**src/rtl/add_sub_pkg.sv**
```systemverilog
// Shared constants for the add/sub stream: opcode encodings and packed input field offsets.
// Latency: none (package only).
// Backpressure: none (package only).
package add_sub_pkg;

  // Opcode encodings carried in the low bit of the packed input word
  localparam logic OP_ADD = 1'b0;
  localparam logic OP_SUB = 1'b1;

  // Fixed low-order bit positions of the packed word: [1] is a spare, [0] is op
  localparam int OP_BIT     = 0;
  localparam int UNUSED_BIT = 1;

  // MSB of operand a in a packed word {a, b, spare, op}
  function automatic int A_MSB(input int data_width);
    return 2 * data_width + 1;
  endfunction

  // MSB of operand b in a packed word {a, b, spare, op}
  function automatic int B_MSB(input int data_width);
    return data_width + 1;
  endfunction

  // Total packed input word width for a given operand width
  function automatic int IN_WIDTH(input int data_width);
    return 2 * data_width + 2;
  endfunction

endpackage

```
**src/rtl/add_sub_bit.sv**
```systemverilog
// N-bit unsigned add/subtract, ripple-carry; subtract is a + ~b + 1 and reports borrow in the top bit.
// Latency: purely combinational.
// Backpressure: none; outputs follow inputs.
module add_sub_bit #(
  parameter int N = 4
) (
  input  logic [N-1:0] a,
  input  logic [N-1:0] b,
  input  logic         op,
  output logic [N:0]   result,
  output logic         carry_out
);

  import add_sub_pkg::*;

  // Ripple chain: op seeds the carry-in and inverts b, so one adder serves both ops.
  // For subtract the chain carry is "no borrow", so the top bit is its complement.
  always_comb begin : ripple
    logic c;
    logic bi;
    logic [N-1:0] sum;
    c   = (op == OP_SUB);
    bi  = 1'b0;
    sum = '0;
    for (int i = 0; i < N; i++) begin
      bi     = b[i] ^ (op == OP_SUB);
      sum[i] = a[i] ^ bi ^ c;
      c      = (a[i] & bi) | (a[i] & c) | (bi & c);
    end
    result = {((op == OP_SUB) ? ~c : c), sum};
  end

  assign carry_out = result[N];

endmodule

```
**src/rtl/stream_fifo.sv**
```systemverilog
// Count-based synchronous FIFO, no bypass: a word written at edge k is at the head from cycle k+1.
// Latency: 1 edge write-to-head.
// Backpressure: push ignored when full, pop ignored when empty; caller gates with full/empty.
module stream_fifo #(
  parameter int WIDTH = 10,
  parameter int DEPTH = 4
) (
  input  logic             clk,
  input  logic             rst_n,
  input  logic             push,
  input  logic [WIDTH-1:0] push_data,
  input  logic             pop,
  output logic [WIDTH-1:0] head_data,
  output logic             full,
  output logic             empty
);

  localparam int PTR_W = (DEPTH > 1) ? $clog2(DEPTH) : 1;
  localparam int CNT_W = $clog2(DEPTH + 1);

  logic [WIDTH-1:0] mem [DEPTH];
  logic [PTR_W-1:0] wr_ptr;
  logic [PTR_W-1:0] rd_ptr;
  logic [CNT_W-1:0] count;
  logic             push_ok;
  logic             pop_ok;

  assign full    = (count == CNT_W'(DEPTH));
  assign empty   = (count == '0);
  assign push_ok = push && !full;
  assign pop_ok  = pop && !empty;

  // Storage needs no reset: reset clears the pointers, which makes every entry invisible.
  always_ff @(posedge clk) begin
    if (rst_n && push_ok) begin
      mem[wr_ptr] <= push_data;
    end
  end

  // Pointer and occupancy tracking; pointers wrap naturally since DEPTH is a power of two.
  always_ff @(posedge clk) begin
    if (!rst_n) begin
      wr_ptr <= '0;
      rd_ptr <= '0;
      count  <= '0;
    end else begin
      if (push_ok) wr_ptr <= wr_ptr + PTR_W'(1);
      if (pop_ok)  rd_ptr <= rd_ptr + PTR_W'(1);
      unique case ({push_ok, pop_ok})
        2'b10:   count <= count + CNT_W'(1);
        2'b01:   count <= count - CNT_W'(1);
        default: count <= count;
      endcase
    end
  end

  assign head_data = mem[rd_ptr];

endmodule

```
**src/rtl/add_sub_stream.sv**
```systemverilog
// Streaming front-end: buffers packed {a,b,spare,op} words, computes a+b / a-b on the head, tags with idx.
// Latency: 2 edges from input accept to out_valid with an empty FIFO; 1 result per cycle sustained.
// Backpressure: in_ready reflects FIFO space only; out_* held while out_valid && !out_ready.
// Optional ADD_SUB_STREAM_STATS_EN adds saturating handshake/carry counters stat_ops and stat_carry.
module add_sub_stream #(
  parameter int DATA_WIDTH   = 4,
  parameter int GOLDEN_WIDTH = DATA_WIDTH + 1,
  parameter int INPUT_WIDTH  = 2 * DATA_WIDTH + 2,
  parameter int DEPTH        = 4,
  parameter int IDX_WIDTH    = 9
) (
  input  logic                    clk,
  input  logic                    rst_n,
  input  logic                    in_valid,
  output logic                    in_ready,
  input  logic [INPUT_WIDTH-1:0]  in_data,
  output logic                    out_valid,
  input  logic                    out_ready,
  output logic [GOLDEN_WIDTH-1:0] out_result,
  output logic                    out_carry,
  output logic                    out_op,
  output logic [IDX_WIDTH-1:0]    out_idx
`ifdef ADD_SUB_STREAM_STATS_EN
  ,
  output logic [15:0]             stat_ops,
  output logic [15:0]             stat_carry
`endif
);

  import add_sub_pkg::*;

  localparam int A_HI = A_MSB(DATA_WIDTH);
  localparam int B_HI = B_MSB(DATA_WIDTH);

  logic [INPUT_WIDTH-1:0]  fifo_head;
  logic                    fifo_full;
  logic                    fifo_empty;
  logic                    push;
  logic                    load;
  logic                    out_ready_q;
  logic [DATA_WIDTH-1:0]   head_a;
  logic [DATA_WIDTH-1:0]   head_b;
  logic                    head_op;
  logic [GOLDEN_WIDTH-1:0] alu_result;
  logic                    alu_carry;
  logic [IDX_WIDTH-1:0]    idx_cnt;
  logic                    unused_spare;

  // Becomes 1 at the first edge with rst_n high, so in_ready stays low through reset and
  // rises one edge after release.
  always_ff @(posedge clk) begin
    if (!rst_n) out_ready_q <= 1'b0;
    else        out_ready_q <= 1'b1;
  end

  assign in_ready = rst_n && out_ready_q && !fifo_full;
  assign push     = in_valid && in_ready;
  assign load     = !fifo_empty && (!out_valid || out_ready);

  stream_fifo #(
    .WIDTH (INPUT_WIDTH),
    .DEPTH (DEPTH)
  ) u_fifo (
    .clk       (clk),
    .rst_n     (rst_n),
    .push      (push),
    .push_data (in_data),
    .pop       (load),
    .head_data (fifo_head),
    .full      (fifo_full),
    .empty     (fifo_empty)
  );

  assign head_a       = fifo_head[A_HI -: DATA_WIDTH];
  assign head_b       = fifo_head[B_HI -: DATA_WIDTH];
  assign head_op      = fifo_head[OP_BIT];
  assign unused_spare = fifo_head[UNUSED_BIT];

  add_sub_bit #(
    .N (DATA_WIDTH)
  ) u_alu (
    .a         (head_a),
    .b         (head_b),
    .op        (head_op),
    .result    (alu_result),
    .carry_out (alu_carry)
  );

  // Output stage: load from the FIFO head when the register is free or being drained,
  // otherwise drop valid once the consumer takes the last result.
  always_ff @(posedge clk) begin
    if (!rst_n) begin
      out_valid  <= 1'b0;
      out_result <= '0;
      out_carry  <= 1'b0;
      out_op     <= 1'b0;
      out_idx    <= '0;
      idx_cnt    <= '0;
    end else if (load) begin
      out_valid  <= 1'b1;
      out_result <= alu_result;
      out_carry  <= alu_carry;
      out_op     <= head_op;
      out_idx    <= idx_cnt;
      idx_cnt    <= idx_cnt + IDX_WIDTH'(1);
    end else if (out_ready) begin
      out_valid  <= 1'b0;
    end
  end

`ifdef ADD_SUB_STREAM_STATS_EN
  // Saturating counters of output handshakes and of those that carried/borrowed.
  always_ff @(posedge clk) begin
    if (!rst_n) begin
      stat_ops   <= '0;
      stat_carry <= '0;
    end else if (out_valid && out_ready) begin
      if (stat_ops != 16'hFFFF) stat_ops <= stat_ops + 16'd1;
      if (out_carry && (stat_carry != 16'hFFFF)) stat_carry <= stat_carry + 16'd1;
    end
  end
`endif

endmodule

```
**config.mk**
```make
export PLATFORM = sky130hd
export DESIGN_NAME = add_sub_stream
export DESIGN_NICKNAME = d
export VERILOG_FILES = /design/src/rtl/add_sub_pkg.sv /design/src/rtl/add_sub_bit.sv /design/src/rtl/stream_fifo.sv /design/src/rtl/add_sub_stream.sv
export SDC_FILE = /design/constraint.sdc
export NUM_CORES = 1
export LEC_CHECK = 0
export BUFFER_PORTS_ARGS = -buffer_cell sky130_fd_sc_hd__buf_2
export CAP_MARGIN = 20
export CORE_ASPECT_RATIO = 0.9
export CORE_UTILIZATION = 44
export DETAILED_ROUTE_END_ITERATION = 6
export PLACE_DENSITY = 0.59
export SLEW_MARGIN = 5
export SYNTH_ARGS = -nofsm -noshare
export SYNTH_HDL_FRONTEND = slang
export SYNTH_HIERARCHICAL = 1
export SYNTH_SLANG_ARGS = --single-unit
export TNS_END_PERCENT = 5
```
**constraint.sdc**
```tcl
create_clock -name clk -period 3.6 [get_ports clk]
set_input_delay 0 -clock clk [delete_from_list [all_inputs] [get_ports clk]]
set_output_delay 0 -clock clk [all_outputs]
set_load 0.03 [all_outputs]
```
==> results.tsv <==
metric	value	unit
clock buffer count from CTS	9	
crit path launch type	register	
DR DRC count	0	
H-tree levels	3	
fin crit share	0.832	
CTS tree	yes	
final hold vios	0	
Final Critical Period	2.99	ns
Worst Max-Slew Pin Slew	0.711	ns
Reg2Reg Setup Slack	0.61	ns
CP Data Arrival Time	3.27	ns
Post-Syn Area	3080	µm²
clock skew	0.0126	ns
GRT Overall Usage	0.164	
syn nets	277	
drt first pass iters	4	
Setup TNS	0	ns
number of global-route vias before repair	1918	
GRT Residual Overflow	0	
largest net degree at the start of global routing	36	
first-pass GRT wire length	9120	µm
Syn Area/Cell	12.2	µm²
vias per inst	5.24	
commonest non-fill, non-tap cells in the layout	dfxtp_1 (36), edfxtp_1 (36), buf_2 (30)	
Non-Filler Instances	383	
final layout net count	312	
Die Height	81.4	µm
Starting Density	0.463	
f_max	334	MHz
Peak VDD IR	0.000223	V
WS Path Type	reg2reg	
Setup crit end kind	register	
Min-Delay Path Class	in2reg	
row count	28	
leakage power	1.26	nW
max cap viols	0	
DIE WIDTH	90.2	µm
pre-CTS setup slack	0.591	ns
DRT iter0 DRCs	83	
P&R area growth vs syn	16.0	%
count of buffers from port buffering	30	
synth warn	6	
PD cells	468	nW/µm²
final setup vio count	0	
Core ar.	6660	µm²
via count	2007	
status	finished, final reports clean	
initial antenna violation count	0	
cts repair resizes	0	
total wire length	5450	µm
root buffer cell	clkbuf_8	
Placer Congestion	0.694	
IO Count	32	
WL per Instance	14.2	µm
share of layout cells above drive strength 1	0.208	
Req. time, crit path	3.87	ns
Sink Count	72	
Worst slew margin	0.525	
RSZ-0062 raised after global routing	false	
cells after synthesis	253	
fin. max-slew vios	0	
HPWL after detailed placement	3530	µm
setup slack after layout	0.606	ns
Clk pin slew, worst setup/hold paths	0.08	ns
CP Max Fanout	5	
post-route antenna net violation count	0	
cts-stage hold buffer count	10	
Antenna Cells	0	
dpl cells	357	
Clock Tree Buf Depth	2	
Die ar.	7340	µm²
Clock Latency Late Sink	0.34	ns
Post-CTS Setup Inserts	0	
state kept, by name, indices dropped and copies added, names as in the netlist, named ones only:
| register | cells |
|---|---|
| u_fifo/mem | 36 |
| idx_cnt | 9 |
| out_idx | 9 |
| out_result | 5 |
| u_fifo/count | 3 |
| u_fifo/rd_ptr | 2 |
| u_fifo/wr_ptr | 2 |
| out_carry | 1 |
| out_op | 1 |
| out_ready_q | 1 |
| out_valid | 1 |
critical path, stage by stage (launching register included):
cell and delay, ns:
dfxtp_1 0.52, buf_4 0.23, mux4_2 0.53, mux2_2 0.25, fa_1 0.16, inv_1 0.06, fa_1 0.38, fa_1 0.39
xnor2_1 0.19, nand3_1 0.09, a21oi_1 0.13
through the flow:
stage | utilization | instance area [µm²] | hold slack (ns) | power [mW]
final | 0.537 | 3570 | 0.146 | 1.67
after CTS | 0.537 | 3570 | 0.137 | 1.69
after floorplan | - | 3080 | 0.0277 | 1.01
after global placement | 0.490 | 3260 | 0.218 | 1.04
after detailed placement | 0.490 | 3260 | 0.217 | 1.04
after global routing | 0.537 | 3570 | 0.159 | 1.74
power by group:
group / internal (mW) / switching (mW) / total, mW
clock network: 0.354 / 0.290 / 0.644
registers: 0.875 / 0.0113 / 0.887
logic: 0.0523 / 0.0897 / 0.142
total: 1.28 / 0.391 / 1.67
metal layers:
metal,up-vias,track usage,part of all wire
li1,983,-,-
met1,970,0.212,0.48
met2,49,0.265,0.47
met3,5,0.0478,0.045
met4,0,0.0581,0.0088
met5,-,0,0
path summary, 6_finish.rpt:
| check | depth (start not counted) | endpoint | start |
|---|---|---|---|
| max reg2reg | 10 | out_result[4]$_SDFFE_PN0P_ | register |
| min reg2reg | 2 | out_idx[8]$_SDFFE_PN0P_ | out_idx[8]$_SDFFE_PN0P_ |
| min | 4 | out_idx[3]$_SDFFE_PN0P_ | out_ready |
| max | 10 | out_result[4]$_SDFFE_PN0P_ | register |
final cells by class:
cell class                 instances  area [µm²]
inverter                          14        52.6
clock buffer                      13         191
clock inverter                     3        20.0
timing repair buffer              42         265
tap                               90         113
fill                             597        3080
multi-input combinational        149        1130
sequential                        72        1800
(Power assumes the default switching activity.)
